[src/rtl/snd_pkg.sv]
// Sound buffer shared types and constants.
// Word layout: two stereo samples per 64-bit VRAM word.
package snd_pkg;

   localparam int DEPTH_DEF = 16;
   localparam int WORD_W    = 64;
   localparam int SMP_W     = 16;
   localparam int PAIR_W    = 2 * SMP_W;
   localparam int S0_LSB    = 0;
   localparam int S1_LSB    = 32;
   localparam int L_LSB     = 0;
   localparam int R_LSB     = 16;

   typedef struct packed {
      logic [SMP_W-1:0] r;
      logic [SMP_W-1:0] l;
   } smp_t;

   function automatic smp_t pick_smp(
      input logic [WORD_W-1:0] w,
      input logic              half
   );
      logic [PAIR_W-1:0] p;
      smp_t              s;
      p   = half ? w[S1_LSB +: PAIR_W]
                 : w[S0_LSB +: PAIR_W];
      s.l = p[L_LSB +: SMP_W];
      s.r = p[R_LSB +: SMP_W];
      return s;
   endfunction

endpackage

[src/rtl/snd_buffer_if.sv]
// Sound buffer bus bundle: VRAM read side,
// play control and audio sample output.
interface snd_buffer_if;
   import snd_pkg::*;

   logic              SND_VRAMREQ;
   logic              VIF_SNDACK;
   logic              VIF_SNDRDATAVLD;
   logic [WORD_W-1:0] VIF_RDATA;
   logic              PLAY_NOW;
   logic              SMP_TICK;
   logic              FLUSH;
   logic              BUF_WREADY;
   logic [SMP_W-1:0]  SND_LDATA;
   logic [SMP_W-1:0]  SND_RDATA;
   logic              SND_VALID;
   logic              UNDERRUN;
   logic              OVERFLOW;

   modport master (
      output SND_VRAMREQ, VIF_SNDACK,
      output VIF_SNDRDATAVLD, VIF_RDATA,
      output PLAY_NOW, SMP_TICK, FLUSH,
      input  BUF_WREADY, SND_LDATA, SND_RDATA,
      input  SND_VALID, UNDERRUN, OVERFLOW
   );

   modport slave (
      input  SND_VRAMREQ, VIF_SNDACK,
      input  VIF_SNDRDATAVLD, VIF_RDATA,
      input  PLAY_NOW, SMP_TICK, FLUSH,
      output BUF_WREADY, SND_LDATA, SND_RDATA,
      output SND_VALID, UNDERRUN, OVERFLOW
   );

endinterface

[src/rtl/snd_fifo_ram.sv]
// Sound FIFO storage: DEPTH x 64 words,
// synchronous write, asynchronous read.
module snd_fifo_ram
   import snd_pkg::*;
#(
   parameter int DEPTH = DEPTH_DEF,
   parameter int AW    = $clog2(DEPTH)
) (
   input  logic              CLK,
   input  logic              we,
   input  logic [AW-1:0]     waddr,
   input  logic [WORD_W-1:0] wdata,
   input  logic [AW-1:0]     raddr,
   output logic [WORD_W-1:0] rdata
);

   logic [WORD_W-1:0] mem [DEPTH];

   always_ff @(posedge CLK) begin
      if (we) mem[waddr] <= wdata;
   end

   assign rdata = mem[raddr];

endmodule

[src/rtl/snd_buffer.sv]
// Sound sample buffer: stores VRAM read words and
// plays one stereo sample per SMP_TICK.
module snd_buffer
   import snd_pkg::*;
#(
   parameter int DEPTH = DEPTH_DEF
) (
   input logic         CLK,
   input logic         RST_X,
   snd_buffer_if.slave bus
);

   localparam int AW = $clog2(DEPTH);
   localparam int CW = AW + 1;
   localparam int SW = AW + 2;

   generate
      if (DEPTH < 4 || (DEPTH & (DEPTH - 1)) != 0) begin : g_bad
         $error("snd_buffer: DEPTH must be a power of two >= 4");
      end
   endgenerate

   logic [AW-1:0]     wr_ptr;
   logic [AW-1:0]     rd_ptr;
   logic [CW-1:0]     used;
   logic [CW-1:0]     pending;
   logic              half_sel;
   logic [WORD_W-1:0] head;
   smp_t              smp;

   logic req_acc;
   logic vld;
   logic full;
   logic empty;
   logic play_tick;
   logic take;
   logic pop;
   logic wr_en;
   logic ovf_set;
   logic unf_set;

   logic [CW-1:0] used_nxt;
   logic [CW-1:0] pend_nxt;
   logic [SW-1:0] occ_sum;

   assign req_acc   = bus.SND_VRAMREQ & bus.VIF_SNDACK;
   assign vld       = bus.VIF_SNDRDATAVLD;
   assign full      = (used == CW'(DEPTH));
   assign empty     = (used == '0);
   assign play_tick = bus.SMP_TICK & bus.PLAY_NOW & ~bus.FLUSH;
   assign take      = play_tick & ~empty;
   assign pop       = take & half_sel;
   // A pop frees the head slot in time for a write into a full FIFO.
   assign wr_en     = vld & ~bus.FLUSH & (~full | pop);
   assign ovf_set   = vld & ~bus.FLUSH & full & ~pop;
   assign unf_set   = play_tick & empty;

   assign occ_sum        = {1'b0, used} + {1'b0, pending};
   assign bus.BUF_WREADY = (occ_sum < SW'(DEPTH));

   always_comb begin
      used_nxt = used;
      pend_nxt = pending;
      unique case ({req_acc, vld})
         2'b10:   pend_nxt = pending + CW'(1);
         2'b01:   pend_nxt = pending - CW'(1);
         default: pend_nxt = pending;
      endcase
      if (bus.FLUSH) begin
         used_nxt = '0;
      end else begin
         unique case ({wr_en, pop})
            2'b10:   used_nxt = used + CW'(1);
            2'b01:   used_nxt = used - CW'(1);
            default: used_nxt = used;
         endcase
      end
   end

   snd_fifo_ram #(
      .DEPTH (DEPTH),
      .AW    (AW)
   ) u_ram (
      .CLK   (CLK),
      .we    (wr_en),
      .waddr (wr_ptr),
      .wdata (bus.VIF_RDATA),
      .raddr (rd_ptr),
      .rdata (head)
   );

   assign smp = pick_smp(head, half_sel);

   always_ff @(posedge CLK or negedge RST_X) begin
      if (!RST_X) begin
         used     <= '0;
         pending  <= '0;
         wr_ptr   <= '0;
         rd_ptr   <= '0;
         half_sel <= 1'b0;
      end else begin
         used    <= used_nxt;
         pending <= pend_nxt;
         if (bus.FLUSH) begin
            wr_ptr   <= '0;
            rd_ptr   <= '0;
            half_sel <= 1'b0;
         end else begin
            if (wr_en) wr_ptr <= wr_ptr + AW'(1);
            if (pop)   rd_ptr <= rd_ptr + AW'(1);
            if (take)  half_sel <= ~half_sel;
         end
      end
   end

   always_ff @(posedge CLK or negedge RST_X) begin
      if (!RST_X) begin
         bus.SND_LDATA <= '0;
         bus.SND_RDATA <= '0;
         bus.SND_VALID <= 1'b0;
      end else begin
         bus.SND_VALID <= bus.SMP_TICK;
         if (bus.SMP_TICK) begin
            bus.SND_LDATA <= take ? smp.l : '0;
            bus.SND_RDATA <= take ? smp.r : '0;
         end
      end
   end

   always_ff @(posedge CLK or negedge RST_X) begin
      if (!RST_X) begin
         bus.UNDERRUN <= 1'b0;
         bus.OVERFLOW <= 1'b0;
      end else if (bus.FLUSH) begin
         bus.UNDERRUN <= 1'b0;
         bus.OVERFLOW <= 1'b0;
      end else begin
         if (unf_set) bus.UNDERRUN <= 1'b1;
         if (ovf_set) bus.OVERFLOW <= 1'b1;
      end
   end

endmodule

[src/flat_wrapper.sv]
// flat-port wrapper written by rule: the top's interface ports become plain ports
module snd_buffer_flat import snd_pkg::*;
#(
   parameter int DEPTH = DEPTH_DEF
)
  (CLK, RST_X, bus_SND_VRAMREQ, bus_VIF_SNDACK, bus_VIF_SNDRDATAVLD, bus_VIF_RDATA, bus_PLAY_NOW, bus_SMP_TICK, bus_FLUSH, bus_BUF_WREADY, bus_SND_LDATA, bus_SND_RDATA, bus_SND_VALID, bus_UNDERRUN, bus_OVERFLOW);
  snd_buffer_if bus_i ();
  input logic CLK;
  input logic RST_X;
  input wire logic [$bits(bus_i.SND_VRAMREQ)-1:0] bus_SND_VRAMREQ;
  input wire logic [$bits(bus_i.VIF_SNDACK)-1:0] bus_VIF_SNDACK;
  input wire logic [$bits(bus_i.VIF_SNDRDATAVLD)-1:0] bus_VIF_SNDRDATAVLD;
  input wire logic [$bits(bus_i.VIF_RDATA)-1:0] bus_VIF_RDATA;
  input wire logic [$bits(bus_i.PLAY_NOW)-1:0] bus_PLAY_NOW;
  input wire logic [$bits(bus_i.SMP_TICK)-1:0] bus_SMP_TICK;
  input wire logic [$bits(bus_i.FLUSH)-1:0] bus_FLUSH;
  output wire logic [$bits(bus_i.BUF_WREADY)-1:0] bus_BUF_WREADY;
  output wire logic [$bits(bus_i.SND_LDATA)-1:0] bus_SND_LDATA;
  output wire logic [$bits(bus_i.SND_RDATA)-1:0] bus_SND_RDATA;
  output wire logic [$bits(bus_i.SND_VALID)-1:0] bus_SND_VALID;
  output wire logic [$bits(bus_i.UNDERRUN)-1:0] bus_UNDERRUN;
  output wire logic [$bits(bus_i.OVERFLOW)-1:0] bus_OVERFLOW;
  assign bus_i.SND_VRAMREQ = bus_SND_VRAMREQ;
  assign bus_i.VIF_SNDACK = bus_VIF_SNDACK;
  assign bus_i.VIF_SNDRDATAVLD = bus_VIF_SNDRDATAVLD;
  assign bus_i.VIF_RDATA = bus_VIF_RDATA;
  assign bus_i.PLAY_NOW = bus_PLAY_NOW;
  assign bus_i.SMP_TICK = bus_SMP_TICK;
  assign bus_i.FLUSH = bus_FLUSH;
  assign bus_BUF_WREADY = bus_i.BUF_WREADY;
  assign bus_SND_LDATA = bus_i.SND_LDATA;
  assign bus_SND_RDATA = bus_i.SND_RDATA;
  assign bus_SND_VALID = bus_i.SND_VALID;
  assign bus_UNDERRUN = bus_i.UNDERRUN;
  assign bus_OVERFLOW = bus_i.OVERFLOW;
  snd_buffer #(.DEPTH(DEPTH)) u_core (.CLK(CLK), .RST_X(RST_X), .bus(bus_i));
endmodule
[config.mk]
export PLATFORM = sky130hd
export DESIGN_NAME = snd_buffer_flat
export DESIGN_NICKNAME = d
export VERILOG_FILES = /design/src/rtl/snd_pkg.sv /design/src/rtl/snd_buffer_if.sv /design/src/rtl/snd_fifo_ram.sv /design/src/rtl/snd_buffer.sv /design/src/flat_wrapper.sv
export SDC_FILE = /design/constraint.sdc
export NUM_CORES = 1
export LEC_CHECK = 0
export CAP_MARGIN = 10
export CORE_UTILIZATION = 57
export DETAILED_ROUTE_END_ITERATION = 8
export GPL_TIMING_DRIVEN = 0
export PLACE_DENSITY_LB_ADDON = 0.25
export SYNTH_ARGS = -nofsm -noshare
export SYNTH_HDL_FRONTEND = slang
export SYNTH_SLANG_ARGS = --single-unit
[constraint.sdc]
create_clock -name CLK -period 8.4 [get_ports CLK]
set_input_delay 1.68 -clock CLK [delete_from_list [all_inputs] [get_ports CLK]]
set_output_delay 1.68 -clock CLK [all_outputs]
set_load 0.005 [all_outputs]
==> results of run 1 <==
==> cell type report <==
class / count / area (µm²)
Antenna cell: 3 / 7.507
Buffer: 100 / 515.5
Clock buffer: 137 / 2790
Clock inverter: 63 / 650.6
Fill cell: 4477 / 23470
Inverter: 42 / 157.7
Multi-Input combinational cell: 674 / 8972
Sequential cell: 1078 / 32100
Tap cell: 950 / 1189
Timing Repair Buffer: 150 / 1997
==> cells in the mapped netlist, types with 6 or more instances <==
master and count:
sky130_fd_sc_hd__a211o_1 32, sky130_fd_sc_hd__a211oi_1 32, sky130_fd_sc_hd__a21oi_1 36, sky130_fd_sc_hd__buf_1 6, sky130_fd_sc_hd__buf_2 25, sky130_fd_sc_hd__buf_4 9
sky130_fd_sc_hd__buf_6 10, sky130_fd_sc_hd__clkbuf_1 50, sky130_fd_sc_hd__dfrtp_1 54, sky130_fd_sc_hd__edfxtp_1 1024, sky130_fd_sc_hd__ha_1 15, sky130_fd_sc_hd__inv_1 42
sky130_fd_sc_hd__mux2i_1 98, sky130_fd_sc_hd__mux4_2 256, sky130_fd_sc_hd__nand2_1 10, sky130_fd_sc_hd__nand2b_1 6, sky130_fd_sc_hd__nor2_1 64, sky130_fd_sc_hd__nor2b_1 35
sky130_fd_sc_hd__o21ai_0 6, sky130_fd_sc_hd__o22ai_1 33, sky130_fd_sc_hd__xor2_1 9
==> cell families (layout without fill, tap and decap cells) <==
family	count (synthesis)	after routing	share of synthesized area
flops	1078	1078	0.7712
mux	354	354	0.1621
compound gates	157	157	0.02648
buf+inv	142	492	0.01617
simple gates	135	135	0.01659
fa+ha+maj	16	16	0.004990
xor+xnor	12	12	0.002525
other cells	0	3	0
==> flip-flops by register name, summed over array words and instances, names as in the netlist, 4 cells and up <==
name and count:
u_core.bus.SND_LDATA 16, u_core.used 5, u_core.wr_ptr 4, u_core.bus.SND_RDATA 16
u_core.pending 5, u_core.rd_ptr 4, u_core.u_ram.mem 1024
==> where the power goes <==
part           leakage [nW]  switching, mW  internal (mW)
Clock                  1.67           1.97           2.72
Sequential             9.96         0.0334           5.94
Combinational          3.58          0.203          0.139
==> routing by layer <==
layer	global-route usage	routed length (µm)	vias up
met2	0.4448	48930	1017
met1	0.3490	36110	10770
met5	0	118	-
met3	0.06797	9037	224
li1	-	-	8431
met4	0.1022	3249	16
==> worst paths after layout <==
kind	start	end	slack (ns)
min in group asynchronous	RST_X	u_core.used[4]	1.11
max reg2reg	u_core.half_sel	u_core.u_ram.mem[8][12]	5.01
max	bus_SMP_TICK	u_core.u_ram.mem[8][12]	3.56
max in group asynchronous	RST_X	u_core.bus.SND_RDATA[0]	6.65
min reg2reg	u_core.pending[4]	u_core.pending[4]	0.48
min	u_core.pending[4]	u_core.pending[4]	0.48
==> impl_metrics.xml, run 1 <==
<?xml version="1.0" encoding="UTF-8"?>
<metrics>
  <group name="status">
    <metric name="run_status" unit="">finished clean</metric>
  </group>
  <group name="final_layout">
    <metric name="finish.cell_count_without_fillers" unit="">3197</metric>
    <metric name="mostFrequentLayoutCell" unit="">sky130_fd_sc_hd__edfxtp_1</metric>
    <metric name="final_core_utilization" unit="">0.6733</metric>
    <metric name="layout_common_cells" unit="">1024 x sky130_fd_sc_hd__edfxtp_1, 256 x sky130_fd_sc_hd__mux4_2, 107 x sky130_fd_sc_hd__clkbuf_16, 106 x sky130_fd_sc_hd__clkdlybuf4s50_1, 98 x sky130_fd_sc_hd__mux2i_1</metric>
    <metric name="drive_above_1_share" unit="">0.2304</metric>
    <metric name="finish.net_count" unit="">2239</metric>
    <metric name="final_design_area_no_fill" unit="µm²">48380</metric>
    <metric name="areaGrowthSynthToFinish" unit="%">16.23</metric>
  </group>
  <group name="cts">
    <metric name="cts_setup_buffers" unit="">0</metric>
    <metric name="cts_tree" unit="">built</metric>
    <metric name="clk_root_buffer_cell" unit="">sky130_fd_sc_hd__clkbuf_16</metric>
    <metric name="post_cts_resized" unit="">0</metric>
    <metric name="clock_insertion_delay_worst_skew" unit="ns">0.67</metric>
    <metric name="numCtsBuffers" unit="">105</metric>
    <metric name="cts_max_level" unit="">3</metric>
    <metric name="worst_setup_hold_path_clk_slew" unit="ns">0.06</metric>
    <metric name="count_of_hold_fix_buffers_inserted_at_cts" unit="">0</metric>
    <metric name="cts.path.max_buffers" unit="">3</metric>
    <metric name="tritoncts_sink_count" unit="">1078</metric>
  </group>
  <group name="worst_setup_path">
    <metric name="timing.critical_path.slowest_cell_delay" unit="ns">0.90</metric>
    <metric name="worst_path_max_delay_cell" unit="">sky130_fd_sc_hd__nor2_4</metric>
    <metric name="path_cells" unit="">clkdlybuf4s50_1 -&gt; buf_2 -&gt; nand4b_1 -&gt; a31oi_2 -&gt; nand3b_1 -&gt; nor2_4 -&gt; buf_12 -&gt; buf_12</metric>
    <metric name="count_of_cells_along_the_worst_register_to_register_path" unit="">6</metric>
    <metric name="critical_path_required" unit="ns">8.75</metric>
    <metric name="worstSetupPathDepth" unit="">8</metric>
    <metric name="cp_num_buf_inv" unit="">4</metric>
    <metric name="timing.critical_path.fanout_max" unit="">22</metric>
    <metric name="critical_path.endpoint_type" unit="">flip-flop</metric>
    <metric name="crit_path_start_kind" unit="">primary input</metric>
    <metric name="worst_path_dominant_cell_family" unit="">simple AND/OR/NAND/NOR gates</metric>
    <metric name="cell_mode_on_critical_path" unit="">sky130_fd_sc_hd__buf_12</metric>
    <metric name="criticalPathCategory" unit="">in -&gt; reg</metric>
    <metric name="critical_path_arrival" unit="ns">5.19</metric>
  </group>
  <group name="timing">
    <metric name="fmaxAchievable" unit="MHz">206.6</metric>
    <metric name="timing.clock.skew" unit="ns">0.01875</metric>
    <metric name="final_max_slew_viols" unit="">0</metric>
    <metric name="whs" unit="ns">0.4825</metric>
    <metric name="max_slew.worst_pin.slew" unit="ns">1.121</metric>
    <metric name="final.setup.worst_slack" unit="ns">3.560</metric>
    <metric name="rsz_0062_raised_after_global_routing" unit="">false</metric>
    <metric name="timing.setup.tns" unit="ns">0</metric>
    <metric name="post-route-period-util" unit="">0.5761</metric>
    <metric name="setup_viol" unit="">0</metric>
    <metric name="report.final.hold_viol_count" unit="">0</metric>
    <metric name="post-route-min-period" unit="ns">4.840</metric>
    <metric name="max_slew_margin" unit="">0.2527</metric>
  </group>
  <group name="placed_design">
    <metric name="dpl-instance-area" unit="µm²">44930</metric>
    <metric name="io_buffer_count" unit="">107</metric>
    <metric name="pre_cts_ws" unit="ns">2.929</metric>
    <metric name="numPlacedInstances" unit="">2994</metric>
    <metric name="place_hpwl" unit="mm">61.81</metric>
    <metric name="routabilityCongestion" unit="">0.7823</metric>
  </group>
  <group name="synthesis">
    <metric name="synth_edf_count" unit="">1024</metric>
    <metric name="syn-cell-area" unit="µm²">41630</metric>
    <metric name="synth_nets" unit="">1982</metric>
    <metric name="netlist.top_cell.by_area" unit="">sky130_fd_sc_hd__edfxtp_1</metric>
    <metric name="yosysSeqAreaShare" unit="">0.7712</metric>
    <metric name="yosys.cell_types.count" unit="">50</metric>
    <metric name="post_synth.cell_area_avg" unit="µm²">21.98</metric>
    <metric name="yosys.area.top_type_share" unit="">0.7387</metric>
    <metric name="yosys_most_used_dff" unit="">sky130_fd_sc_hd__edfxtp_1</metric>
    <metric name="syn_inst" unit="">1894</metric>
    <metric name="yosys-top-cells-area" unit="">sky130_fd_sc_hd__edfxtp_1 74%, sky130_fd_sc_hd__mux4_2 14%, sky130_fd_sc_hd__dfrtp_1 3.2%</metric>
    <metric name="synthesis_stage_register_bit_count" unit="">1078</metric>
    <metric name="synthArstFlopShare" unit="">0.05009</metric>
    <metric name="synth_warnings" unit="">0</metric>
  </group>
  <group name="floorplanning">
    <metric name="die_h" unit="µm">272.2</metric>
    <metric name="floorplan.core_area" unit="µm²">71850</metric>
    <metric name="die_w" unit="µm">272.2</metric>
    <metric name="floorplan.rows" unit="">98</metric>
    <metric name="floorplan.die_area" unit="µm²">74110</metric>
    <metric name="io_pins" unit="">108</metric>
    <metric name="initial_utilization" unit="">0.5793</metric>
  </group>
  <group name="grt">
    <metric name="grt_max_degree" unit="">55</metric>
    <metric name="vias_in_the_first_global_route" unit="">21310</metric>
    <metric name="grt_use_total" unit="">0.2697</metric>
    <metric name="global_route_wire_length_before_repair" unit="mm">141.7</metric>
    <metric name="remaining_global_route_overflow" unit="">0</metric>
    <metric name="antenna_found_initial" unit="">11</metric>
  </group>
  <group name="power">
    <metric name="power.density_cell_area" unit="nW/µm²">227.4</metric>
    <metric name="power.total" unit="mW">11.00</metric>
    <metric name="ir_drop" unit="mV">0.1743</metric>
    <metric name="leakagePower" unit="nW">15.21</metric>
  </group>
  <group name="detailed_routing">
    <metric name="antenna_left" unit="">0</metric>
    <metric name="detailroute.via_count" unit="">20450</metric>
    <metric name="total_length_of_routed_wires" unit="mm">97.44</metric>
    <metric name="detail_route.vias_per_cell" unit="">6.398</metric>
    <metric name="dr.first_iter.drc_count" unit="">2292</metric>
    <metric name="firstDrtPassIters" unit="">5</metric>
    <metric name="drc" unit="">0</metric>
    <metric name="wire_per_inst" unit="µm">30.48</metric>
  </group>
  <group name="min_path">
    <metric name="hold_path_depth" unit="">1</metric>
    <metric name="hold_path.class" unit="">reg -&gt; reg</metric>
  </group>
  <group name="job">
    <metric name="drv.max_cap_violation_count" unit="">0</metric>
  </group>
</metrics>
No activity file was read; power rests on OpenSTA's default activity.
==> inputs of run 2 (changes only) <==
==> constraint.sdc (replaced) <==
create_clock -name CLK -period 4.7 [get_ports CLK]
set_input_delay 0.94 -clock CLK [delete_from_list [all_inputs] [get_ports CLK]]
set_output_delay 0.94 -clock CLK [all_outputs]
set_load 0.005 [all_outputs]
==> impl_metrics.xml, run 2 (synthesis results as in run 1) <==
<?xml version="1.0" encoding="UTF-8"?>
<metrics>
  <group name="timing">
    <metric name="max_slew_margin" unit="">0.2630</metric>
    <metric name="post-route-min-period" unit="ns">4.230</metric>
    <metric name="max_slew.worst_pin.slew" unit="ns">1.105</metric>
    <metric name="setup_viol" unit="">0</metric>
    <metric name="timing.clock.skew" unit="ns">0.01922</metric>
    <metric name="timing.setup.tns" unit="ns">0</metric>
    <metric name="report.final.hold_viol_count" unit="">0</metric>
    <metric name="final_max_slew_viols" unit="">0</metric>
    <metric name="fmaxAchievable" unit="MHz">236.4</metric>
    <metric name="final.setup.worst_slack" unit="ns">0.4697</metric>
    <metric name="whs" unit="ns">0.4213</metric>
    <metric name="rsz_0062_raised_after_global_routing" unit="">false</metric>
    <metric name="post-route-period-util" unit="">0.9001</metric>
  </group>
  <group name="detailed_routing">
    <metric name="total_length_of_routed_wires" unit="mm">97.90</metric>
    <metric name="antenna_left" unit="">0</metric>
    <metric name="firstDrtPassIters" unit="">5</metric>
    <metric name="drc" unit="">0</metric>
    <metric name="detail_route.vias_per_cell" unit="">6.397</metric>
    <metric name="wire_per_inst" unit="µm">30.64</metric>
    <metric name="detailroute.via_count" unit="">20440</metric>
    <metric name="dr.first_iter.drc_count" unit="">2215</metric>
  </group>
  <group name="cts">
    <metric name="cts.path.max_buffers" unit="">3</metric>
    <metric name="clk_root_buffer_cell" unit="">sky130_fd_sc_hd__clkbuf_16</metric>
    <metric name="cts_setup_buffers" unit="">0</metric>
    <metric name="tritoncts_sink_count" unit="">1078</metric>
    <metric name="clock_insertion_delay_worst_skew" unit="ns">0.66</metric>
    <metric name="count_of_hold_fix_buffers_inserted_at_cts" unit="">0</metric>
    <metric name="cts_max_level" unit="">3</metric>
    <metric name="post_cts_resized" unit="">0</metric>
    <metric name="cts_tree" unit="">built</metric>
    <metric name="numCtsBuffers" unit="">103</metric>
    <metric name="worst_setup_hold_path_clk_slew" unit="ns">0.06</metric>
  </group>
  <group name="placed_design">
    <metric name="dpl-instance-area" unit="µm²">45080</metric>
    <metric name="io_buffer_count" unit="">107</metric>
    <metric name="place_hpwl" unit="mm">62.24</metric>
    <metric name="routabilityCongestion" unit="">0.7878</metric>
    <metric name="pre_cts_ws" unit="ns">-0.1344</metric>
    <metric name="numPlacedInstances" unit="">2999</metric>
  </group>
  <group name="grt">
    <metric name="remaining_global_route_overflow" unit="">0</metric>
    <metric name="grt_max_degree" unit="">55</metric>
    <metric name="vias_in_the_first_global_route" unit="">21330</metric>
    <metric name="grt_use_total" unit="">0.2712</metric>
    <metric name="global_route_wire_length_before_repair" unit="mm">142.9</metric>
    <metric name="antenna_found_initial" unit="">8</metric>
  </group>
  <group name="power">
    <metric name="power.total" unit="mW">19.51</metric>
    <metric name="ir_drop" unit="mV">0.2911</metric>
    <metric name="power.density_cell_area" unit="nW/µm²">402.6</metric>
    <metric name="leakagePower" unit="nW">15.25</metric>
  </group>
  <group name="final_layout">
    <metric name="finish.cell_count_without_fillers" unit="">3195</metric>
    <metric name="areaGrowthSynthToFinish" unit="%">16.38</metric>
    <metric name="layout_common_cells" unit="">1024 x sky130_fd_sc_hd__edfxtp_1, 256 x sky130_fd_sc_hd__mux4_2, 106 x sky130_fd_sc_hd__clkbuf_16, 106 x sky130_fd_sc_hd__clkdlybuf4s50_1, 98 x sky130_fd_sc_hd__mux2i_1</metric>
    <metric name="top_regs" unit="">u_core.u_ram.mem x1024, u_core.bus.SND_LDATA x16, u_core.bus.SND_RDATA x16</metric>
    <metric name="registers.top_by_ff_count" unit="">u_core.u_ram.mem</metric>
    <metric name="final_design_area_no_fill" unit="µm²">48440</metric>
    <metric name="mostFrequentLayoutCell" unit="">sky130_fd_sc_hd__edfxtp_1</metric>
    <metric name="final_core_utilization" unit="">0.6742</metric>
    <metric name="finish.net_count" unit="">2242</metric>
    <metric name="drive_above_1_share" unit="">0.2351</metric>
    <metric name="largest_register_ff_count" unit="">1024</metric>
  </group>
  <group name="worst_setup_path">
    <metric name="critical_path_arrival" unit="ns">4.58</metric>
    <metric name="crit_path_start_kind" unit="">primary input</metric>
    <metric name="count_of_cells_along_the_worst_register_to_register_path" unit="">7</metric>
    <metric name="critical_path_required" unit="ns">5.05</metric>
    <metric name="critical_path.endpoint_type" unit="">flip-flop</metric>
    <metric name="timing.critical_path.fanout_max" unit="">17</metric>
    <metric name="criticalPathCategory" unit="">in -&gt; reg</metric>
  </group>
  <group name="status">
    <metric name="run_status" unit="">finished clean</metric>
  </group>
  <group name="floorplanning">
    <metric name="die_h" unit="µm">272.2</metric>
    <metric name="floorplan.core_area" unit="µm²">71850</metric>
    <metric name="floorplan.rows" unit="">98</metric>
    <metric name="io_pins" unit="">108</metric>
    <metric name="die_w" unit="µm">272.2</metric>
    <metric name="initial_utilization" unit="">0.5793</metric>
    <metric name="floorplan.die_area" unit="µm²">74110</metric>
  </group>
  <group name="min_path">
    <metric name="hold_path.class" unit="">in -&gt; async</metric>
  </group>
  <group name="job">
    <metric name="drv.max_cap_violation_count" unit="">0</metric>
  </group>
</metrics>
## run 2: changes by cell type in the layout (fill, tap and decap cells not counted), moves of 2 or more
cell and delta:
sky130_fd_sc_hd__clkinv_1 -10, sky130_fd_sc_hd__clkbuf_8 +8, sky130_fd_sc_hd__buf_16 +6, sky130_fd_sc_hd__clkinv_2 +6
sky130_fd_sc_hd__bufinv_16 -3, sky130_fd_sc_hd__clkbuf_1 -2, sky130_fd_sc_hd__clkinv_4 -2
## run 2: path summary, 6_finish.rpt
| check | start | slack (ns) | to |
|---|---|---|---|
| worst max register to register | u_core.half_sel | 1.16 | u_core.u_ram.mem[3][41] |
| max in group asynchronous | RST_X | 3.67 | u_core.bus.SND_LDATA[12] |
| worst min register to register | u_core.pending[4] | 0.49 | u_core.pending[4] |
| worst max-delay path | bus_SMP_TICK | 0.47 | u_core.u_ram.mem[3][41] |
| min in group CLK | u_core.pending[4] | 0.49 | u_core.pending[4] |
| worst min-delay path | RST_X | 0.42 | u_core.bus.SND_RDATA[13] |
## run 2: power breakdown
| part | leakage [nW] | switching (mW) | internal, mW |
|---|---|---|---|
| Clock | 1.65 | 3.45 | 4.76 |
| Combinational | 3.64 | 0.367 | 0.255 |
| Sequential | 9.96 | 0.0581 | 10.6 |
| Total | 15.2 | 3.87 | 15.6 |
## run 2: final cells by class
cell class                      instances  area, µm²
Buffer                                100      515.5
Clock buffer                          142       2868
Fill cell                            4453      23410
Antenna cell                            3      7.507
Sequential cell                      1078      32100
Multi-Input combinational cell        674       8972
Inverter                               42      157.7
Clock inverter                         51      490.5
Tap cell                              950       1189
Timing Repair Buffer                  155       2142
## run 2: layer usage
layer / vias up / global-route usage / wire [µm]
met2: 1065 / 0.4581 / 49880
met4: 10 / 0.08782 / 2674
met1: 10760 / 0.3563 / 36560
li1: 8431 / - / -
met3: 175 / 0.05545 / 8722
met5: - / 0 / 69
## run 2: critical path: stages
cell	delay (ns)
sky130_fd_sc_hd__clkdlybuf4s50_1	0.50
sky130_fd_sc_hd__buf_2	0.36
sky130_fd_sc_hd__nand4b_1	0.28
sky130_fd_sc_hd__a31oi_2	0.57
sky130_fd_sc_hd__or3b_1	0.60
sky130_fd_sc_hd__nor2_4	0.63
sky130_fd_sc_hd__buf_16	0.26
sky130_fd_sc_hd__buf_12	0.21
sky130_fd_sc_hd__buf_16	0.19
